$ cat config.mk
export PLATFORM = sky130hd
export DESIGN_NAME = obi_rr_arbiter
export DESIGN_NICKNAME = d
export VERILOG_FILES = /design/src/rtl/obi_arb_pkg.sv /design/src/rtl/obi_arb_id_fifo.sv /design/src/rtl/obi_rr_arbiter.sv
export SDC_FILE = /design/constraint.sdc
export NUM_CORES = 1
export LEC_CHECK = 0
export CELL_PAD_IN_SITES_DETAIL_PLACEMENT = 1
export CELL_PAD_IN_SITES_GLOBAL_PLACEMENT = 2
export CORE_ASPECT_RATIO = 2
export CORE_MARGIN = 2
export CORE_UTILIZATION = 11
export DETAILED_ROUTE_END_ITERATION = 10
export GPL_TIMING_DRIVEN = 1
export MAX_ROUTING_LAYER = met4
export PLACE_DENSITY = 0.83
export SYNTH_ARGS = -nofsm -noshare
export SYNTH_HDL_FRONTEND = slang
export SYNTH_SLANG_ARGS = --single-unit
$ cat constraint.sdc
create_clock -name clk_i -period 4.9 [get_ports clk_i]
set_clock_uncertainty 0.05 [all_clocks]
set_input_delay 0.98 -clock clk_i [delete_from_list [all_inputs] [get_ports clk_i]]
set_output_delay 0.98 -clock clk_i [all_outputs]
set_load 0.05 [all_outputs]
$ cat src/rtl/obi_arb_pkg.sv
`default_nettype none
// ============================================================================
// Module      : obi_arb_pkg
// Description : Shared types and helpers for the OBI round-robin arbiter.
// Revision    : 1.0 - initial release
// ============================================================================
package obi_arb_pkg;

  // Largest supported requester count; obi_arb_idx_t must hold 0..MAX_REQ-1.
  localparam int MAX_REQ = 8;

  // Requester index as stored in the response-routing FIFO.
  typedef logic [2:0] obi_arb_idx_t;

  // Width of a requester index; never below one bit so NUM_REQ=1 stays legal.
  function automatic int idx_w(input int n);
    if (n > 1) return $clog2(n);
    return 1;
  endfunction

endpackage
`default_nettype wire

$ cat src/rtl/obi_arb_id_fifo.sv
`default_nettype none
// ============================================================================
// Module      : obi_arb_id_fifo
// Description : Synchronous FIFO holding requester indices in grant order.
//               Push while full and pop while empty are ignored.
// Revision    : 1.0 - initial release
// ============================================================================
module obi_arb_id_fifo #(
  parameter int DEPTH = 2,
  parameter int WIDTH = 3
) (
  input  logic             clk_i,
  input  logic             srst_i,
  input  logic             push,
  input  logic             pop,
  input  logic [WIDTH-1:0] wdata,
  output logic [WIDTH-1:0] rdata,
  output logic             full,
  output logic             empty
);

  localparam int PTR_W = (DEPTH > 1) ? $clog2(DEPTH) : 1;
  localparam int CNT_W = $clog2(DEPTH + 1);

  logic [WIDTH-1:0] r_mem [DEPTH];
  logic [PTR_W-1:0] r_wr_ptr;
  logic [PTR_W-1:0] r_rd_ptr;
  logic [CNT_W-1:0] r_count;
  logic             w_push;
  logic             w_pop;

  // Pointers wrap explicitly so a depth of 1 needs no special case.
  function automatic logic [PTR_W-1:0] ptr_inc(input logic [PTR_W-1:0] p);
    return (p == PTR_W'(DEPTH - 1)) ? '0 : p + 1'b1;
  endfunction

  assign full   = (r_count == CNT_W'(DEPTH));
  assign empty  = (r_count == '0);
  assign rdata  = r_mem[r_rd_ptr];
  assign w_push = push && !full;
  assign w_pop  = pop && !empty;

  // Storage array: contents are don't-care until written, so no reset.
  always_ff @(posedge clk_i) begin
    if (w_push) r_mem[r_wr_ptr] <= wdata;
  end

  // Pointer and occupancy bookkeeping.
  always_ff @(posedge clk_i) begin
    if (srst_i) begin
      r_wr_ptr <= '0;
      r_rd_ptr <= '0;
      r_count  <= '0;
    end else begin
      if (w_push) r_wr_ptr <= ptr_inc(r_wr_ptr);
      if (w_pop)  r_rd_ptr <= ptr_inc(r_rd_ptr);
      case ({w_push, w_pop})
        2'b10:   r_count <= r_count + 1'b1;
        2'b01:   r_count <= r_count - 1'b1;
        default: r_count <= r_count;
      endcase
    end
  end

endmodule
`default_nettype wire

$ cat src/rtl/obi_rr_arbiter.sv
`default_nettype none
// ============================================================================
// Module      : obi_rr_arbiter
// Description : Shares one OBI manager port between NUM_REQ requesters.
//               Selected requests are held until granted; responses are
//               routed back through an in-order ID FIFO.
//               Macro OBI_ARB_RR_EN: defined selects round-robin arbitration,
//               undefined selects fixed priority (lowest index wins).
// Revision    : 1.0 - initial release
// ============================================================================
module obi_rr_arbiter
  import obi_arb_pkg::*;
#(
  parameter int NUM_REQ   = 2,
  parameter int OBI_ADDRW = 32,
  parameter int OBI_DATAW = 32,
  parameter int OBI_STRBW = OBI_DATAW / 8,
  parameter int MAX_OUTST = 2
) (
  input  logic                               clk_i,
  input  logic                               srst_i,
  input  logic [NUM_REQ-1:0]                 req_i,
  input  logic [NUM_REQ-1:0][OBI_ADDRW-1:0]  addr_i,
  input  logic [NUM_REQ-1:0]                 we_i,
  input  logic [NUM_REQ-1:0][OBI_DATAW-1:0]  wdata_i,
  input  logic [NUM_REQ-1:0][OBI_STRBW-1:0]  be_i,
  output logic [NUM_REQ-1:0]                 gnt_o,
  output logic [NUM_REQ-1:0]                 rvalid_o,
  output logic [OBI_DATAW-1:0]               rdata_o,
  output logic                               m_req_o,
  output logic [OBI_ADDRW-1:0]               m_addr_o,
  output logic                               m_we_o,
  output logic [OBI_DATAW-1:0]               m_wdata_o,
  output logic [OBI_STRBW-1:0]               m_be_o,
  input  logic                               m_gnt_i,
  input  logic                               m_rvalid_i,
  input  logic [OBI_DATAW-1:0]               m_rdata_i
);

  localparam int IDX_W = idx_w(NUM_REQ);

  logic               r_lock;
  logic [IDX_W-1:0]   r_lock_idx;
  logic [IDX_W-1:0]   w_start;
  logic               w_arb_found;
  logic [IDX_W-1:0]   w_arb_idx;
  logic [IDX_W-1:0]   w_sel;
  logic               w_m_req;
  logic               w_hs;
  logic               w_push;
  logic               w_pop;
  logic               w_full;
  logic               w_empty;
  obi_arb_idx_t       w_head;
  obi_arb_idx_t       w_route_idx;
  logic               w_route_en;

`ifdef OBI_ARB_RR_EN
  logic [IDX_W-1:0]   r_rr_ptr;

  // Round-robin pointer: the requester after the one just granted gets top priority.
  always_ff @(posedge clk_i) begin
    if (srst_i)    r_rr_ptr <= '0;
    else if (w_hs) r_rr_ptr <= (w_sel == IDX_W'(NUM_REQ - 1)) ? '0 : w_sel + 1'b1;
  end

  assign w_start = r_rr_ptr;
`else
  assign w_start = '0;
`endif

  // Priority scan: first active request starting at w_start, wrapping.
  always_comb begin
    int k;
    k           = 0;
    w_arb_found = 1'b0;
    w_arb_idx   = '0;
    for (int i = 0; i < NUM_REQ; i++) begin
      k = int'(w_start) + i;
      if (k >= NUM_REQ) k = k - NUM_REQ;
      if (!w_arb_found && req_i[k]) begin
        w_arb_found = 1'b1;
        w_arb_idx   = IDX_W'(k);
      end
    end
  end

  // A pending lock always wins; new arbitration only when free and not full.
  assign w_sel   = r_lock ? r_lock_idx : w_arb_idx;
  assign w_m_req = !srst_i && (r_lock || (!w_full && w_arb_found));
  assign w_hs    = w_m_req && m_gnt_i;

  assign m_req_o   = w_m_req;
  assign m_addr_o  = addr_i[w_sel];
  assign m_we_o    = we_i[w_sel];
  assign m_wdata_o = wdata_i[w_sel];
  assign m_be_o    = be_i[w_sel];

  // Lock the presented requester until the converter grants it.
  always_ff @(posedge clk_i) begin
    if (srst_i) begin
      r_lock     <= 1'b0;
      r_lock_idx <= '0;
    end else if (w_hs) begin
      r_lock     <= 1'b0;
    end else if (w_m_req && !r_lock) begin
      r_lock     <= 1'b1;
      r_lock_idx <= w_arb_idx;
    end
  end

  // With an empty FIFO, a same-cycle response bypasses it; otherwise push/pop
  // happen independently and a spurious response leaves the FIFO untouched.
  assign w_push = w_hs && !(w_empty && m_rvalid_i);
  assign w_pop  = !srst_i && m_rvalid_i && !w_empty;

  obi_arb_id_fifo #(
    .DEPTH (MAX_OUTST),
    .WIDTH ($bits(obi_arb_idx_t))
  ) u_id_fifo (
    .clk_i  (clk_i),
    .srst_i (srst_i),
    .push   (w_push),
    .pop    (w_pop),
    .wdata  (obi_arb_idx_t'(w_sel)),
    .rdata  (w_head),
    .full   (w_full),
    .empty  (w_empty)
  );

  assign w_route_idx = w_empty ? obi_arb_idx_t'(w_sel) : w_head;
  assign w_route_en  = !srst_i && m_rvalid_i && (!w_empty || w_hs);
  assign rdata_o     = m_rdata_i;

  // One-hot grant and response demux towards the requesters.
  always_comb begin
    gnt_o    = '0;
    rvalid_o = '0;
    for (int i = 0; i < NUM_REQ; i++) begin
      gnt_o[i]    = w_hs && (w_sel == IDX_W'(i));
      rvalid_o[i] = w_route_en && (w_route_idx == obi_arb_idx_t'(i));
    end
  end

endmodule
`default_nettype wire

==> results.md <==
- Outcome: completed
- Fin. Hold Viols: 0
- Worst Setup EP: m_addr_o[18]
- Worst EP required: 3870 ps
- # IOs: 282
- GRT overflow: 0
- DRT Wirelength: 8930 um
- Root Driver: clkbuf_16
- DRT iter0 DRCs: 23
- Worst R2R End: u_id_fifo.r_count[1]$_SDFFE_PP0P_
- Final Util: 25.1%
- Max Cap Viol: 0
- Cell variety after synth: 27
- Critical path, cell by cell: clkdlybuf4s50_1 -> nor2_1 -> a22oi_2 -> inv_4 -> buf_12 -> mux2_4 -> clkdlybuf4s50_1
- Filler cells: 1844
- Die area: 17400 um^2
- Layout Nets: 520
- Total GRT Usage: 9.58%
- Highest clock rate: 226 MHz
- Crit start category: primary input
- Yosys warnings: 0
- Commonest non-fill, non-tap cell in the layout: clkdlybuf4s50_1
- Postcts setup bufs: 0
- Commonest non-fill, non-tap cells in the layout: clkdlybuf4s50_1 (216), mux2_4 (68), nor2_1 (9)
- Final slew viol count: 0
- Met2 Track Usage GR: 16.5%
- Most used cell along the critical path: clkdlybuf4s50_1
- Synth area leaders: mux2_4 (57%), buf_4 (13%), dfxtp_1 (7.8%), buf_6 (4.4%), edfxtp_1 (3.3%)
- HPWL Detailed: 8130 um
- Avg Inst Size Synth: 11.5 um^2
- Area of the multi-input gates: 1270 um^2
- Die extent in x: 94.4 um
- CTS tree: yes
- Least-Margin Pin Slew: 609 ps
- Static leakage: 1.61 nW
- Core area: 16100 um^2
- CP Max Fanout: 30
- DR pass1 iterations: 2
- HP Class: flop to flop
- Worst Reg-to-Reg Cells: 6
- Area share of the largest cell type after synthesis: 56.8%
- Initial Utilization: 11.2%
- Slowest stage cell on the critical path: clkdlybuf4s50_1
- Worst R2R Setup Slack: 2980 ps
- Crit. Startpoint: req_i[0]
- Largest net degree at the start of global routing: 31
- H-tree levels: 1
- Placer Congestion: 0.730
- Fin crit period: 4420 ps
- Post-synth top area cell: mux2_4
- Mapped Area: 1800 um^2
- CTS sink cnt: 9
- Layout area overhead: 125%
- Critical Path Sink Type: output pin
- # setup viols final: 0
- Drt drc: 0
- Max VDD drop: 0.111 mV
- Unrepaired setup endpoints after global routing: false
- Skew-Pair Late Insertion Delay: 240 ps
- CP arrival: 3390 ps
- Reg area: 200 um^2
- Initial antenna violation count: 3
- Vias in the first global route: 2079
- Final period utilization: 90.1%
- Cells after synthesis: 156
- Post-CTS Resized: 0
- Met3 GRT Util: 5.31%
- Final ANT Viol Nets: 0
- GRT met1 Usage: 9.30%
- TNS Setup: 0 ps
- Die height: 185 um
- Worst reg2reg path startpoint: u_id_fifo.r_count[0]$_SDFFE_PP0P_
- Hold Buf Count CTS: 0
- PortBufs: 217
- Clk pin slew, worst setup/hold paths: 40 ps
- Synthesized flop and latch total: 9
- Crit-path max cell delay: 700 ps
- Layout cells sized above 1: 23.4%
- Mapped Nets: 333
- Core Rows: 66
- Pwr Density: 195 nW/um^2
- Slew HR: 59.3%
- First-pass GRT wire length: 11700 um
- Seq/Total Area, Yosys: 11.1%
- DR vias: 2023
- CTS buffer count: 3
- Vias per inst: 3.68
- WL per Instance: 16.3 um
- Setup CP Type: primary input to output pin
- Global routing's busiest layer: met2
- Max clock buf depth: 2
power breakdown:
part | internal (mW) | switching, mW | total [mW]
sequential | 0.0810 | 0.00439 | 0.0853
combinational | 0.272 | 0.283 | 0.556
clock | 0.109 | 0.0371 | 0.146
total | 0.462 | 0.325 | 0.787
kinds of logic (layout without fill, tap and decap cells):
kind of cell | count (synthesis) | in the layout | synth area share [%]
buffers and inverters | 41 | 227 | 18.2
AOI/OAI and AO/OA | 10 | 10 | 4.11
adders and majority gates | 1 | 1 | 0.696
DFF | 9 | 9 | 11.1
and+or+nand+nor | 22 | 22 | 6.41
muxes | 70 | 70 | 58.0
other | 0 | 3 | 0
xor gates and xnor gates | 3 | 3 | 1.46
worst min-delay path by stage:
stage | start | endpoint | slack, ps | cells after the start
global route | u_id_fifo.r_wr_ptr$_SDFFE_PP0N_ | u_id_fifo.r_wr_ptr$_SDFFE_PP0N_ | 470 | 1
global placement | u_id_fifo.r_wr_ptr$_SDFFE_PP0N_ | u_id_fifo.r_wr_ptr$_SDFFE_PP0N_ | 410 | 1
floorplan | u_id_fifo.r_wr_ptr$_SDFFE_PP0N_ | u_id_fifo.r_wr_ptr$_SDFFE_PP0N_ | 400 | 1
detailed placement | u_id_fifo.r_wr_ptr$_SDFFE_PP0N_ | u_id_fifo.r_wr_ptr$_SDFFE_PP0N_ | 430 | 1
CTS | u_id_fifo.r_wr_ptr$_SDFFE_PP0N_ | u_id_fifo.r_wr_ptr$_SDFFE_PP0N_ | 430 | 1
finish | u_id_fifo.r_wr_ptr$_SDFFE_PP0N_ | u_id_fifo.r_wr_ptr$_SDFFE_PP0N_ | 430 | 1
layer usage:
layer  share of wire [%]  vias up
met5                   0        -
met4                 1.1        0
met3                  20        7
met2                  44      220
met1                  35      893
li1                    -      903
worst max-delay path, delay by kind of cell:
family                 cells  cell delay (ps)
buffers and inverters      4             1810
muxes                      1              330
and+or+nand+nor            1              130
AOI/OAI and AO/OA          1              100
area by class of cell:
class,count,area share (%)
Timing Repair Buffer,221,55.0
Multi-Input combinational cell,106,31.4
Inverter,2,0.247
Antenna cell,3,0.186
Sequential cell,9,4.95
Tap cell,204,6.31
Clock buffer,4,1.95
cells in the mapped netlist:
cell / number
dfxtp_1: 7
mux2i_1: 1
edfxtp_1: 2
a211oi_1: 2
a41oi_1: 1
nand2_1: 2
or3_1: 1
a22oi_2: 1
nor3b_2: 1
and2_1: 1
a21oi_1: 3
inv_2: 1
nor3_1: 1
ha_1: 1
buf_6: 7
mux2_2: 1
xor2_1: 1
and3_1: 3
mux2_4: 68
buf_4: 32
o211a_1: 1
o21bai_1: 1
nor2b_1: 4
xnor2_1: 2
o21ai_0: 1
nor2_1: 9
inv_1: 1
stage by stage:
stage	std cells	hold slack (ps)	instance area (um^2)	setup slack, ps	power (mW)
after CTS	546	434	4040	450	0.798
after detailed placement	542	425	3960	453	0.649
after global placement	542	413	3960	469	0.646
final	549	428	4050	483	0.787
after floorplan	156	396	1800	1630	0.482
after global routing	549	475	4050	383	0.818
Power figures use the tool's default switching activity.
